**src/rtl/boot_monitor_pkg.sv**
```systemverilog
// Shared command/reply codes, state encodings and helpers for the boot monitor.
package boot_monitor_pkg;

    localparam logic [7:0] CmdLoad = 8'h4C;
    localparam logic [7:0] CmdDump = 8'h44;
    localparam logic [7:0] CmdRun  = 8'h52;

    localparam logic [7:0] RspAck  = 8'h2E;
    localparam logic [7:0] RspErr  = 8'h3F;
    localparam logic [7:0] RspHalt = 8'h48;

    typedef enum logic [3:0] {
        StIdle,
        StAddrHi,
        StAddrLo,
        StLen,
        StLoad,
        StDumpRd,
        StDumpW1,
        StDumpW2,
        StDumpTx,
        StRunStart,
        StRunning,
        StTxWait,
        StSum
    } state_e;

    typedef enum logic [1:0] {
        TxIdle,
        TxWait,
        TxGap
    } tx_state_e;

    // A length byte of zero stands for a full 256-byte block.
    function automatic logic [8:0] decode_len(input logic [7:0] n);
        return (n == 8'd0) ? 9'd256 : {1'b0, n};
    endfunction

endpackage

```
**src/rtl/mon_tx.sv**
```systemverilog
// Single-byte transmit slot: waits for the UART to go idle, strobes one byte,
// then holds a gap cycle so the busy flag has time to rise before the next byte.
module mon_tx
    import boot_monitor_pkg::*;
(
    input  logic       clk,
    input  logic       rst,
    input  logic       req,
    input  logic [7:0] tx_data,
    input  logic       is_transmitting,
    output logic [7:0] tx_byte,
    output logic       transmit,
    output logic       done
);

    tx_state_e  state_q, state_d;
    logic [7:0] data_q, data_d;
    logic [7:0] tx_byte_q, tx_byte_d;
    logic       transmit_q, transmit_d;
    logic       done_q, done_d;

    always_comb begin
        state_d    = state_q;
        data_d     = data_q;
        tx_byte_d  = 8'h00;
        transmit_d = 1'b0;
        done_d     = 1'b0;
        case (state_q)
            TxIdle: begin
                if (req) begin
                    data_d  = tx_data;
                    state_d = TxWait;
                end
            end
            TxWait: begin
                if (!is_transmitting) begin
                    tx_byte_d  = data_q;
                    transmit_d = 1'b1;
                    state_d    = TxGap;
                end
            end
            TxGap: begin
                done_d  = 1'b1;
                state_d = TxIdle;
            end
            default: state_d = TxIdle;
        endcase
    end

    always_ff @(posedge clk) begin
        if (rst) begin
            state_q    <= TxIdle;
            data_q     <= 8'h00;
            tx_byte_q  <= 8'h00;
            transmit_q <= 1'b0;
            done_q     <= 1'b0;
        end else begin
            state_q    <= state_d;
            data_q     <= data_d;
            tx_byte_q  <= tx_byte_d;
            transmit_q <= transmit_d;
            done_q     <= done_d;
        end
    end

    assign tx_byte  = tx_byte_q;
    assign transmit = transmit_q;
    assign done     = done_q;

endmodule

```
**src/rtl/boot_monitor.sv**
```systemverilog
// Serial boot monitor: load/dump RAM over the UART and launch the CPU.
// Define MONITOR_CHECKSUM_EN to append an 8-bit sum byte after load acks and dumps.
module boot_monitor
    import boot_monitor_pkg::*;
#(
    parameter int unsigned addr_width = 9
) (
    input  logic                  clk,
    input  logic                  rst,
    input  logic [7:0]            rx_byte,
    input  logic                  received,
    output logic [7:0]            tx_byte,
    output logic                  transmit,
    input  logic                  is_transmitting,
    output logic [addr_width-1:0] m_raddr,
    output logic [addr_width-1:0] m_waddr,
    output logic [7:0]            dwrite,
    output logic                  write_en,
    input  logic [7:0]            dread,
    output logic                  cpu_run,
    output logic [addr_width-1:0] startaddr,
    input  logic                  cpu_halted,
    output logic                  cpu_active
);

`ifdef MONITOR_CHECKSUM_EN
    localparam state_e EndState = StSum;
`else
    localparam state_e EndState = StIdle;
`endif

    state_e                state_q, state_d;
    state_e                ret_q, ret_d;
    logic [addr_width-1:0] addr_q, addr_d;
    logic [addr_width-1:0] m_raddr_q, m_raddr_d;
    logic [addr_width-1:0] startaddr_q, startaddr_d;
    logic [8:0]            len_q, len_d;
    logic [7:0]            cmd_q, cmd_d;
    logic [7:0]            ah_q, ah_d;
    logic [7:0]            data_q, data_d;
    logic                  tx_req_q, tx_req_d;
    logic                  cpu_run_q, cpu_run_d;
    logic                  cpu_active_q, cpu_active_d;
    logic                  tx_done;
    logic                  load_wr;
`ifdef MONITOR_CHECKSUM_EN
    logic [7:0]            sum_q, sum_d;
`endif

    // RAM writes are combinational so each byte lands in its own receive cycle.
    assign load_wr  = (state_q == StLoad) && received;
    assign write_en = load_wr;
    assign m_waddr  = load_wr ? addr_q : '0;
    assign dwrite   = load_wr ? rx_byte : 8'h00;

    always_comb begin
        state_d      = state_q;
        ret_d        = ret_q;
        addr_d       = addr_q;
        m_raddr_d    = m_raddr_q;
        startaddr_d  = startaddr_q;
        len_d        = len_q;
        cmd_d        = cmd_q;
        ah_d         = ah_q;
        data_d       = data_q;
        tx_req_d     = 1'b0;
        cpu_run_d    = 1'b0;
        cpu_active_d = cpu_active_q;
`ifdef MONITOR_CHECKSUM_EN
        sum_d        = sum_q;
`endif
        case (state_q)
            StIdle: begin
                if (received) begin
                    cmd_d = rx_byte;
`ifdef MONITOR_CHECKSUM_EN
                    sum_d = 8'h00;
`endif
                    if (rx_byte == CmdLoad || rx_byte == CmdDump || rx_byte == CmdRun) begin
                        state_d = StAddrHi;
                    end else begin
                        data_d   = RspErr;
                        tx_req_d = 1'b1;
                        ret_d    = StIdle;
                        state_d  = StTxWait;
                    end
                end
            end
            StAddrHi: begin
                if (received) begin
                    ah_d    = rx_byte;
                    state_d = StAddrLo;
                end
            end
            StAddrLo: begin
                if (received) begin
                    if (cmd_q == CmdRun) begin
                        startaddr_d  = addr_width'({ah_q, rx_byte});
                        m_raddr_d    = '0;
                        cpu_run_d    = 1'b1;
                        cpu_active_d = 1'b1;
                        state_d      = StRunStart;
                    end else begin
                        addr_d  = addr_width'({ah_q, rx_byte});
                        state_d = StLen;
                    end
                end
            end
            StLen: begin
                if (received) begin
                    len_d   = decode_len(rx_byte);
                    state_d = (cmd_q == CmdLoad) ? StLoad : StDumpRd;
                end
            end
            StLoad: begin
                if (received) begin
                    addr_d = addr_q + addr_width'(1);
                    len_d  = len_q - 9'd1;
`ifdef MONITOR_CHECKSUM_EN
                    sum_d  = sum_q + rx_byte;
`endif
                    if (len_q == 9'd1) begin
                        data_d   = RspAck;
                        tx_req_d = 1'b1;
                        ret_d    = EndState;
                        state_d  = StTxWait;
                    end
                end
            end
            StDumpRd: begin
                m_raddr_d = addr_q;
                state_d   = StDumpW1;
            end
            StDumpW1: state_d = StDumpW2;
            StDumpW2: state_d = StDumpTx;
            StDumpTx: begin
                data_d   = dread;
`ifdef MONITOR_CHECKSUM_EN
                sum_d    = sum_q + dread;
`endif
                tx_req_d = 1'b1;
                addr_d   = addr_q + addr_width'(1);
                len_d    = len_q - 9'd1;
                ret_d    = (len_q == 9'd1) ? EndState : StDumpRd;
                state_d  = StTxWait;
            end
            // Halt is only honoured once the start pulse has gone out.
            StRunStart: state_d = StRunning;
            StRunning: begin
                if (cpu_halted) begin
                    cpu_active_d = 1'b0;
                    startaddr_d  = '0;
                    data_d       = RspHalt;
                    tx_req_d     = 1'b1;
                    ret_d        = StIdle;
                    state_d      = StTxWait;
                end
            end
            StTxWait: begin
                if (tx_done) state_d = ret_q;
            end
`ifdef MONITOR_CHECKSUM_EN
            StSum: begin
                data_d   = sum_q;
                tx_req_d = 1'b1;
                ret_d    = StIdle;
                state_d  = StTxWait;
            end
`endif
            default: state_d = StIdle;
        endcase
    end

    always_ff @(posedge clk) begin
        if (rst) begin
            state_q      <= StIdle;
            ret_q        <= StIdle;
            addr_q       <= '0;
            m_raddr_q    <= '0;
            startaddr_q  <= '0;
            len_q        <= 9'd0;
            cmd_q        <= 8'h00;
            ah_q         <= 8'h00;
            data_q       <= 8'h00;
            tx_req_q     <= 1'b0;
            cpu_run_q    <= 1'b0;
            cpu_active_q <= 1'b0;
`ifdef MONITOR_CHECKSUM_EN
            sum_q        <= 8'h00;
`endif
        end else begin
            state_q      <= state_d;
            ret_q        <= ret_d;
            addr_q       <= addr_d;
            m_raddr_q    <= m_raddr_d;
            startaddr_q  <= startaddr_d;
            len_q        <= len_d;
            cmd_q        <= cmd_d;
            ah_q         <= ah_d;
            data_q       <= data_d;
            tx_req_q     <= tx_req_d;
            cpu_run_q    <= cpu_run_d;
            cpu_active_q <= cpu_active_d;
`ifdef MONITOR_CHECKSUM_EN
            sum_q        <= sum_d;
`endif
        end
    end

    mon_tx u_mon_tx (
        .clk             (clk),
        .rst             (rst),
        .req             (tx_req_q),
        .tx_data         (data_q),
        .is_transmitting (is_transmitting),
        .tx_byte         (tx_byte),
        .transmit        (transmit),
        .done            (tx_done)
    );

    assign m_raddr    = m_raddr_q;
    assign startaddr  = startaddr_q;
    assign cpu_run    = cpu_run_q;
    assign cpu_active = cpu_active_q;

endmodule

```
**config.mk**
```make
export PLATFORM = sky130hd
export DESIGN_NAME = boot_monitor
export DESIGN_NICKNAME = d
export VERILOG_FILES = /design/src/rtl/boot_monitor_pkg.sv /design/src/rtl/mon_tx.sv /design/src/rtl/boot_monitor.sv
export SDC_FILE = /design/constraint.sdc
export NUM_CORES = 1
export LEC_CHECK = 0
export BUFFER_PORTS_ARGS = -buffer_cell sky130_fd_sc_hd__buf_2
export CAP_MARGIN = 25
export CORE_MARGIN = 3
export CORE_UTILIZATION = 35
export CTS_CLUSTER_SIZE = 25
export DETAILED_ROUTE_END_ITERATION = 16
export GPL_TIMING_DRIVEN = 0
export HOLD_SLACK_MARGIN = 0.15
export PLACE_DENSITY = 0.61
export REMOVE_ABC_BUFFERS = 1
export SLEW_MARGIN = 10
export SYNTH_ARGS = -nofsm -noshare
export SYNTH_HDL_FRONTEND = slang
export SYNTH_SLANG_ARGS = --single-unit
```
**constraint.sdc**
```tcl
create_clock -name clk -period 2.4 [get_ports clk]
set_input_delay 0.24 -clock clk [delete_from_list [all_inputs] [get_ports clk]]
set_output_delay 0.24 -clock clk [all_outputs]
set_load 0.01 [all_outputs]
```
==> out/metrics.cfg, run 1 <==
[route]
detailedRoute.firstPassIterationCount=4
remaining_drc_errors=0
avgRoutedWirePerCell_um=15.2
drtIter0Drc=120
vias=3328
route.detailed.vias_per_inst=5.25
antenna_violating_nets_post_route=0
drt_wl_total_um=9640

[critical_path]
crit_type=register to register
required_ns=2.68
crit_family=compound AO/OA/AOI/OAI gates
timing.critical_path.arrival_ns=2.52
timing.rr.start=state_q[0]
cp_cell_sequence=nand2b_1 -> mux2_2 -> o21ai_2 -> o21ai_0 -> a221oi_1
critical_path.max_stage_delay_ns=0.50
critPathCaptureType=register
crit_path_max_delay_cell_type=sky130_fd_sc_hd__dfxtp_1
critical_path_buf_inv_count=0
start_kind=register
critical_path_start=state_q[0]
cp_max_fo=19

[logic_synthesis]
seq_area_frac_synth_pct=43.5
synthesis.instances=434
synth_top_cells_by_count=sky130_fd_sc_hd__dfxtp_1, sky130_fd_sc_hd__nor2_1, sky130_fd_sc_hd__a21oi_1, sky130_fd_sc_hd__and2_1, sky130_fd_sc_hd__nand2_1
ys.flop_type=sky130_fd_sc_hd__dfxtp_1
synth-async-reset-ratio_pct=0
synth.cell_area_sq_mm=0.00373
synthDistinctLibCells=54
synth_enable_flop_cells=0
yosys-top-cells-area=sky130_fd_sc_hd__dfxtp_1, sky130_fd_sc_hd__and2_1, sky130_fd_sc_hd__mux2i_1
synthMostInstantiatedCell=sky130_fd_sc_hd__dfxtp_1
synth-seq-cells=81
post_synth.cell_area_avg_sq_um=8.59
synthDominantCellAreaShare_pct=43.5
synthDominantAreaCellType=sky130_fd_sc_hd__dfxtp_1
yosysWarningCount=0

[floorplanning]
dieWidth_um=109
die_area_sq_mm=0.0119
die_y_um=109
floorplan.rows=37
floorplan.initialDensity_pct=36.1
core_sq_mm=0.0103
num_io_pins=68

[clock_network]
clock_tree.root_cell=sky130_fd_sc_hd__clkbuf_8
clock_path_buffers=2
clkTransAtPathRegs_ns=0.09
numClockSinks=81
clock_tree.htree_level_count=3
cts_tree=built
cts_inserted_buffers=9
insertion_delay_ns=0.37
post-cts-setup-buffer-count=0

[global_routing]
gr-usage-all-layers_pct=17.1
maximum_number_of_pins_on_one_net_before_global_route_repair=39
grt_pass1_wl_um=16000
via_count_of_the_first_global_routing_pass=3241
total_grt_overflow=0
antenna_violations_before_repair=0

[layout]
finish.utilization_pct=42.9
area_growth_syn_to_layout_pct=18.9
design.final.nets=517
final_layout_size_suffix_gt1_share_pct=21.1
num-fill-cells=1052
final_cell_area_sq_mm=0.00443
antenna_cells=0

[worst_hold_path]
timing.hold.worst.class=input pin to register
min-delay-start=rx_byte[5]

[power_and_ir_drop]
switching_power_uw=1910
int_power_uw=2790
clockPowerShare_pct=21.9
totalPowerFinal_uw=4710
power_per_cell_area_mw_per_mm2=1060
power.share.switching_pct=40.6
power.share.combinational_pct=37.2
vdd.ir_drop.worst_mv=0.346
part_of_the_total_power_dissipated_in_sequential_elements_pct=41.0
leakage_uw=0.00185

[placed_design]
weighted_congestion_at_the_end_of_routability_driven_global_placement=0.810
place_hpwl_um=6790
placement.io_buffers=67
post_dp_cell_area_sq_mm=0.00417

[timing]
final_period_minus_worst_setup_slack_ns=2.25
grt_setup_unrepaired=true
achievable-frequency_ghz=0.445
hold_slack_ns=0.169
hold_viol=0
max_slew.worst_pin.slew_ns=0.796
setup-tns-final_ns=0
finClkSkew_ns=0.0150
timing.slew.headroom_pct=46.7
drv_slew=0
finalCritPeriodShare_pct=93.5
setup_viol=0

[run]
drv_cap=0

[run_status]
run_status=completed

## layer usage
layer	share of wire (%)	vias up	GRT usage, %
met5	0	-	0
met3	5.0	9	4.32
met4	1.3	0	5.61
met2	47	83	26.9
met1	47	1554	22.9
li1	-	1682	-
## timing repair
item	CTS	global route
hold buffers	2	1
endpoints found under the setup margin	21	50
endpoints found under the hold margin	3	1
resized for setup	3	7
## cell usage in the layout (no fill, tap or decap), types with 4 or more instances in the layout
cell,Yosys,routed
sky130_fd_sc_hd__a211oi_1,11,10
sky130_fd_sc_hd__a21o_1,5,5
sky130_fd_sc_hd__a21oi_1,33,31
sky130_fd_sc_hd__a22o_1,9,9
sky130_fd_sc_hd__a22oi_1,9,9
sky130_fd_sc_hd__and2_1,33,33
sky130_fd_sc_hd__and3_1,6,6
sky130_fd_sc_hd__buf_2,5,68
sky130_fd_sc_hd__clkbuf_8,0,10
sky130_fd_sc_hd__dfxtp_1,81,79
sky130_fd_sc_hd__inv_1,10,10
sky130_fd_sc_hd__mux2i_1,19,19
sky130_fd_sc_hd__nand2_1,29,28
sky130_fd_sc_hd__nand2b_1,4,4
sky130_fd_sc_hd__nand3_1,10,10
sky130_fd_sc_hd__nor2_1,50,48
sky130_fd_sc_hd__nor3_1,8,8
sky130_fd_sc_hd__nor3b_1,7,6
sky130_fd_sc_hd__nor4b_1,4,4
sky130_fd_sc_hd__o211ai_1,4,4
sky130_fd_sc_hd__o21ai_0,24,24
sky130_fd_sc_hd__o31a_1,4,4
sky130_fd_sc_hd__o32ai_1,4,4
## logic make-up after synthesis
| family | after synthesis | synth area share, % |
|---|---|---|
| AO/OA/AOI/OAI | 121 | 21.5 |
| AND/OR/NAND/NOR | 174 | 24.8 |
| adder cells (fa/ha/maj) | 3 | 1.01 |
| multiplexers | 20 | 5.40 |
| XOR/XNOR | 1 | 0.235 |
| buffers and inverters | 34 | 3.59 |
| flip-flops | 81 | 43.5 |
## through the flow
stage,cells,setup slack [ns]
after floorplan,410,0.382
after global placement,613,-0.111
after detailed placement,615,-0.130
after CTS,633,0.00331
after global routing,634,-0.00524
final,634,0.155
## sequential cells by signal, indices dropped and copies added, names as in the netlist, 2 cells and up
signal	cells
addr_q	9
len_q	9
m_raddr	9
startaddr	9
cmd_q	8
data_q	8
u_mon_tx.data_q	8
u_mon_tx.tx_byte	8
state_q	4
u_mon_tx.state_q	2
## power by group through the flow
stage,Combinational [uW],Clock (uW),Sequential [uW]
5_1_grt,1980,1120,1980
3_5_place_dp,1700,0,1950
4_1_cts,1730,1050,1920
2_1_floorplan,1310,0,1850
6_report,1750,1030,1930
3_3_place_gp,1660,0,1940
## final cells by class
| class | instances | area [sq um] | share of cell area (%) |
|---|---|---|---|
| Timing Repair Buffer | 72 | 390 | 8.81 |
| Multi-Input combinational cell | 319 | 2010 | 45.3 |
| Sequential cell | 81 | 1620 | 36.6 |
| Inverter | 10 | 37.5 | 0.847 |
| Tap cell | 136 | 170 | 3.84 |
| Clock buffer | 10 | 138 | 3.10 |
| Clock inverter | 6 | 65.1 | 1.47 |
## worst paths after layout
check | to | slack, ns | cells past startpoint
setup / recovery | len_q[3] | 0.15 | 5
setup reg to reg | len_q[3] | 0.15 | 5
hold / removal | startaddr[5] | 0.17 | 2
hold reg to reg | u_mon_tx.tx_byte[7] | 0.46 | 1
Power figures use the tool's default switching activity.
==> run 2, diff against run 1 <==
--- a/config.mk
+++ b/config.mk
@@ -13,7 +13,6 @@
 export DETAILED_ROUTE_END_ITERATION = 16
 export GPL_TIMING_DRIVEN = 0
 export HOLD_SLACK_MARGIN = 0.15
-export PLACE_DENSITY = 0.61
 export REMOVE_ABC_BUFFERS = 1
 export SLEW_MARGIN = 10
 export SYNTH_ARGS = -nofsm -noshare
==> run 2 against run 1 <==
Effect of this change: cell count is 0.32% lower; worst hold slack worse by 0.0069 ns; via count is 1.6% higher; core utilization is 0.35 points lower; critical path depth stayed put; critical path type unchanged; largest cell class unchanged; highest routed layer unchanged.
==> out/metrics.cfg, run 2 (same netlist as run 1, synthesis figures left out) <==
[run_status]
run_status=completed

[timing]
setup_viol=0  ; unchanged
hold_slack_ns=0.162  ; -0.00687 ns
drv_slew=0  ; unchanged
finalCritPeriodShare_pct=90.9  ; -2.6 points
timing.slew.headroom_pct=39.8  ; -6.8 points
max_slew.worst_pin.slew_ns=0.902  ; +0.106 ns
postLayoutSetupSlackWorst_ns=0.217  ; +0.0624 ns
achievable-frequency_ghz=0.458  ; +2.9%
hold_viol=0  ; unchanged
finClkSkew_ns=0.00591  ; -0.00905 ns
grt_setup_unrepaired=false
final_period_minus_worst_setup_slack_ns=2.18  ; -0.0624 ns

[power_and_ir_drop]
switching_power_uw=1940  ; +1.5%
vdd.ir_drop.worst_mv=0.469  ; +36%
totalPowerFinal_uw=4610  ; -2.0%
leakage_uw=0.00182  ; -1.4%
power.share.switching_pct=42.1  ; +1.4 points
power_per_cell_area_mw_per_mm2=1050  ; -1.2%
int_power_uw=2670  ; -4.4%
power.share.combinational_pct=38.3  ; +1.1 points
clockPowerShare_pct=19.9  ; -2.0 points
part_of_the_total_power_dissipated_in_sequential_elements_pct=41.8  ; +0.8 points

[placed_design]
place_hpwl_um=6750  ; -0.60%
weighted_congestion_at_the_end_of_routability_driven_global_placement=0.830  ; +2.5%
dpl_worst_slack_ns=-0.205  ; -0.0744 ns
dp_cells=615  ; unchanged
placement.io_buffers=67  ; unchanged
post_dp_cell_area_sq_mm=0.00417  ; unchanged

[floorplanning]
die_area_sq_mm=0.0119  ; unchanged
die_y_um=109  ; unchanged
core_sq_mm=0.0103  ; unchanged
num_io_pins=68  ; unchanged
floorplan.rows=37  ; unchanged
floorplan.initialDensity_pct=36.1  ; unchanged
dieWidth_um=109  ; unchanged

[critical_path]
required_ns=2.69  ; about the same
timing.rr.start=state_q[0]
crit_type=register to register
regToRegEndpoint=data_q[6]
timing.critical_path.arrival_ns=2.47  ; -0.05 ns
critPathCaptureType=register
start_kind=register
worst_r2r_path_depth=5  ; unchanged
cp_max_fo=19  ; unchanged
r2r_slack_ns=0.22  ; +0.06 ns
critical_path_start=state_q[0]

[route]
remaining_drc_errors=0  ; unchanged
drtIter0Drc=160  ; +33%
detailedRoute.firstPassIterationCount=4  ; unchanged
vias=3382  ; +1.6%
drt_wl_total_um=9720  ; +0.78%
route.detailed.vias_per_inst=5.35  ; +1.9%
avgRoutedWirePerCell_um=15.4  ; +1.1%
antenna_violating_nets_post_route=0  ; unchanged

[layout]
layout.cells.most_common=sky130_fd_sc_hd__dfxtp_1
finalNonFillerCells=632  ; -0.32%
final_layout_size_suffix_gt1_share_pct=21.4  ; +0.29 points
num-fill-cells=1040  ; -1.1%
register_area_sq_mm=0.00162  ; unchanged
area_growth_syn_to_layout_pct=17.9
final_cell_area_sq_mm=0.00440  ; -0.82%
mostFrequentLayoutCells=sky130_fd_sc_hd__dfxtp_1, sky130_fd_sc_hd__buf_2, sky130_fd_sc_hd__nor2_1, sky130_fd_sc_hd__and2_1, sky130_fd_sc_hd__a21oi_1
multi_input_area_sq_mm=0.00202  ; +0.44%
antenna_cells=0  ; unchanged
design.final.nets=515  ; -0.39%

[global_routing]
via_count_of_the_first_global_routing_pass=3191  ; -1.5%
grt_most_used_layer=met2
gr-usage-all-layers_pct=16.8  ; -0.34 points
grt_pass1_wl_um=15900  ; -0.64%
total_grt_overflow=0  ; unchanged
global_route.usage.met3_pct=4.20  ; -0.12 points
global_route.usage.met1_pct=21.9  ; -0.97 points
global_route.usage.met2_pct=28.3  ; +1.4 points
maximum_number_of_pins_on_one_net_before_global_route_repair=40  ; +2.6%
antenna_violations_before_repair=0  ; unchanged

[clock_network]
post-cts-setup-buffer-count=0  ; unchanged
cts_tree=built
insertion_delay_ns=0.35  ; -0.02 ns
numClockSinks=81  ; unchanged
clock_tree.root_cell=sky130_fd_sc_hd__clkbuf_8
clock_path_buffers=2  ; unchanged
clock_tree.htree_level_count=3  ; unchanged
cts_inserted_buffers=9  ; unchanged
clkTransAtPathRegs_ns=0.09  ; about the same

[worst_hold_path]
holdPathEnd=data_q[7]
min-delay-start=dread[7]
worstHoldPathCells=3  ; +1
timing.hold.worst.class=input pin to register

[run]
drv_cap=0  ; unchanged

[run 2: changes by cell type in the layout (fill, tap and decap cells not counted), sizes merged]
cell and change:
clkbuf -1, clkinvlp +2, clkinv -1, dlygate4sd3 -2
bufinv -1, inv +1
[run 2: timing repair]
item	in CTS	in global routing
endpoints found under the setup margin	26	48
gates resized for setup	4	8
cloned	0	0
hold endpoints to repair	2	0
hold buffers	1	0
[run 2: cell type report]
class	instances	area share, %
clock buffer	9	2.82
sequential	81	36.9
inverter	10	0.854
multi-input combinational	319	45.9
timing repair buffer	70	8.42
tap	136	3.87
clock inverter	7	1.22
[run 2: power by group through the flow]
stage,combinational (uW),clock [uW],sequential [uW]
2_1_floorplan,1310,0,1850
5_1_grt,2000,999,1970
6_report,1770,918,1930
3_3_place_gp,1660,0,1940
3_5_place_dp,1710,0,1950
4_1_cts,1730,945,1920
[run 2: per-stage QoR]
step	TNS [ns]	util (%)
after floorplan	0	-
after global placement	-0.138	40.1
after detailed placement	-0.441	40.4
after CTS	0	42.3
after global routing	0	42.6
final	0	42.6
[run 2: worst max path at each step]
stage | end | slack [ns] | cells after the start
after detailed placement | len_q[3] | -0.20 | 5
after CTS | len_q[3] | 0.008 | 5
after floorplan | len_q[3] | 0.38 | 5
after global placement | len_q[3] | -0.14 | 5
final | data_q[6] | 0.22 | 5
after global routing | data_q[6] | 0.03 | 7
[run 2: worst max-delay path, cell delays in order (launching register included)]
cell,delay (ns)
sky130_fd_sc_hd__dfxtp_1,0.73
sky130_fd_sc_hd__nand2b_1,0.34
sky130_fd_sc_hd__a211oi_2,0.10
sky130_fd_sc_hd__or2_1,0.29
sky130_fd_sc_hd__or4_1,0.52
sky130_fd_sc_hd__a21oi_1,0.14
[run 2: layer usage]
metal,wire (um),up-vias,part of all wire [%]
met5,0,-,0
met4,85,0,0.87
met3,548,8,5.6
met2,4620,105,48
met1,4460,1584,46
li1,-,1685,-
==> run 3, diff against run 2 <==
==> constraint.sdc (replaced) <==
create_clock -name clk -period 2.4 [get_ports clk]
set_input_delay 0.24 -clock clk [delete_from_list [all_inputs] [get_ports clk]]
set_output_delay 0.24 -clock clk [all_outputs]
set_load 0.02 [all_outputs]
==> run 3 against run 2 <==
Effect of this change: global-route usage about the same; clock skew is essentially flat; sequential share of layout area is the same; register-to-register slack worse by 0.02 ns; core utilization unchanged; sequential cell count unchanged; clock-buffer cell count is the same; die area is the same; power rose by 0.24%; worst hold slack better by 0.0011 ns; critical path type unchanged; critical endpoint unchanged.
==> out/metrics.cfg, run 3 (same netlist as run 1, synthesis figures left out) <==
[critical_path]
critical_path.max_stage_delay_ns=0.52  ; -0.21 ns
worst_r2r_path_depth=7  ; +2
crit_type=register to register
critPathCaptureType=register
endpoint=data_q[6]
critical_path_start=len_q[1]
cp_max_fo=4  ; -15
timing.rr.start=len_q[1]
timing.critical_path.arrival_ns=2.49  ; +0.02 ns
r2r_slack_ns=0.20  ; -0.02 ns
required_ns=2.69  ; about the same
crit_path_max_delay_cell_type=sky130_fd_sc_hd__or4_1
start_kind=register
regToRegEndpoint=data_q[6]
cp_cell_sequence=inv_1 -> ha_1 -> nor4b_1 -> a211oi_2 -> or2_1 -> or4_1 -> a21oi_1

[timing]
drv_slew=0  ; unchanged
achievable-frequency_ghz=0.454  ; -1.0%
max_slew.worst_pin.slew_ns=0.820  ; -0.0821 ns
hold_viol=0  ; unchanged
timing.slew.headroom_pct=45.1  ; +5.2 points
final_period_minus_worst_setup_slack_ns=2.20  ; +0.0220 ns
finClkSkew_ns=0.00635  ; +0.000439 ns
setup_viol=0  ; unchanged
finalCritPeriodShare_pct=91.9  ; +0.92 points
grt_setup_unrepaired=false
hold_slack_ns=0.163  ; +0.00113 ns

[global_routing]
gr-usage-all-layers_pct=16.8  ; about the same
antenna_violations_before_repair=0  ; unchanged
grt_pass1_wl_um=15900  ; about the same
total_grt_overflow=0  ; unchanged
via_count_of_the_first_global_routing_pass=3197  ; +0.19%
maximum_number_of_pins_on_one_net_before_global_route_repair=40  ; unchanged

[power_and_ir_drop]
totalPowerFinal_uw=4620  ; +0.24%
vdd.ir_drop.worst_mv=0.471  ; +0.48%
power_per_cell_area_mw_per_mm2=1050  ; +0.24%
leakage_uw=0.00182  ; unchanged

[route]
vias=3380  ; -0.059%
route.detailed.vias_per_inst=5.35  ; about the same
antenna_violating_nets_post_route=0  ; unchanged
drtIter0Drc=169  ; +5.6%
detailedRoute.firstPassIterationCount=5  ; +1
avgRoutedWirePerCell_um=15.4  ; about the same
drt_wl_total_um=9730  ; about the same
remaining_drc_errors=0  ; unchanged

[floorplanning]
floorplan.rows=37  ; unchanged
die_y_um=109  ; unchanged
floorplan.initialDensity_pct=36.1  ; unchanged
core_sq_mm=0.0103  ; unchanged
die_area_sq_mm=0.0119  ; unchanged
dieWidth_um=109  ; unchanged
num_io_pins=68  ; unchanged

[clock_network]
clkTransAtPathRegs_ns=0.09  ; about the same
numClockSinks=81  ; unchanged
clock_tree.root_cell=sky130_fd_sc_hd__clkbuf_8
insertion_delay_ns=0.35  ; about the same
cts_inserted_buffers=9  ; unchanged
clock_path_buffers=2  ; unchanged
cts_tree=built
clock_tree.htree_level_count=3  ; unchanged

[layout]
antenna_cells=0  ; unchanged
area_growth_syn_to_layout_pct=17.9  ; unchanged
layout.cells.most_common=sky130_fd_sc_hd__dfxtp_1
design.final.nets=515  ; unchanged
final_layout_size_suffix_gt1_share_pct=21.4  ; unchanged
mostFrequentLayoutCells=sky130_fd_sc_hd__dfxtp_1, sky130_fd_sc_hd__buf_2, sky130_fd_sc_hd__nor2_1, sky130_fd_sc_hd__and2_1, sky130_fd_sc_hd__a21oi_1
final_cell_area_sq_mm=0.00440  ; unchanged

[placed_design]
placement.io_buffers=67  ; unchanged
weighted_congestion_at_the_end_of_routability_driven_global_placement=0.830  ; unchanged
place_hpwl_um=6750  ; unchanged
post_dp_cell_area_sq_mm=0.00417  ; unchanged

[worst_hold_path]
timing.hold.worst.class=input pin to register

[run_status]
run_status=completed

[run]
drv_cap=0  ; unchanged

[run 3: cell counts in the layout (fill, tap and decap cells not counted)]
Identical to the previous run, type by type.
[run 3: repair_timing]
action,in CTS,in global routing
endpoints found under the setup margin,26,47
cloned,0,0
endpoints found under the hold margin,2,0
hold buffers,1,0
buffers inserted,0,0
resized for setup,5,7
[run 3: cell type report]
type                       count  area (sq um)
fill                        1040          5930
multi-input combinational    319          2020
sequential                    81          1620
timing repair buffer          70           370
tap                          136           170
clock buffer                   9           124
clock inverter                 7          53.8
inverter                      10          37.5
[run 3: worst max-delay path: cells and delay by family (launching register included)]
kind / cells / cell delay, ns
AND/OR/NAND/NOR: 3 / 1.25
flip-flops: 1 / 0.34
AO/OA/AOI/OAI: 2 / 0.34
adder cells (fa/ha/maj): 1 / 0.14
buffers and inverters: 1 / 0.08
[run 3: stage by stage]
stage | util, % | worst slack (ns) | instances | setup TNS [ns]
after floorplan | - | 0.382 | 410 | 0
after global placement | 40.1 | -0.138 | 613 | -0.138
after detailed placement | 40.4 | -0.205 | 615 | -0.969
after CTS | 42.4 | 0.00813 | 632 | 0
after global routing | 42.6 | 0.0288 | 632 | 0
final | 42.6 | 0.195 | 632 | 0
[run 3: how the worst min path moves through the flow]
stage	start	end	slack (ns)	depth (start not counted)
2_1_floorplan	rst	addr_q[2]	0.31	1
3_3_place_gp	cpu_active	cpu_active	0.43	1
3_5_place_dp	is_transmitting	u_mon_tx.transmit	0.44	2
4_1_cts	dread[7]	data_q[7]	0.16	3
5_1_grt	dread[7]	data_q[7]	0.16	3
6_report	dread[7]	data_q[7]	0.16	3
[run 3: routing by layer]
metal	wire (um)	track usage [%]	vias up
met2	4640	28.3	91
met1	4510	22.0	1598
met4	75	3.03	0
li1	-	-	1684
met5	0	0	-
met3	494	4.20	7
[run 3: report_power, final]
| group | switching [uW] | internal, uW |
|---|---|---|
| clock | 537 | 383 |
| combinational | 1080 | 696 |
| sequential | 334 | 1590 |
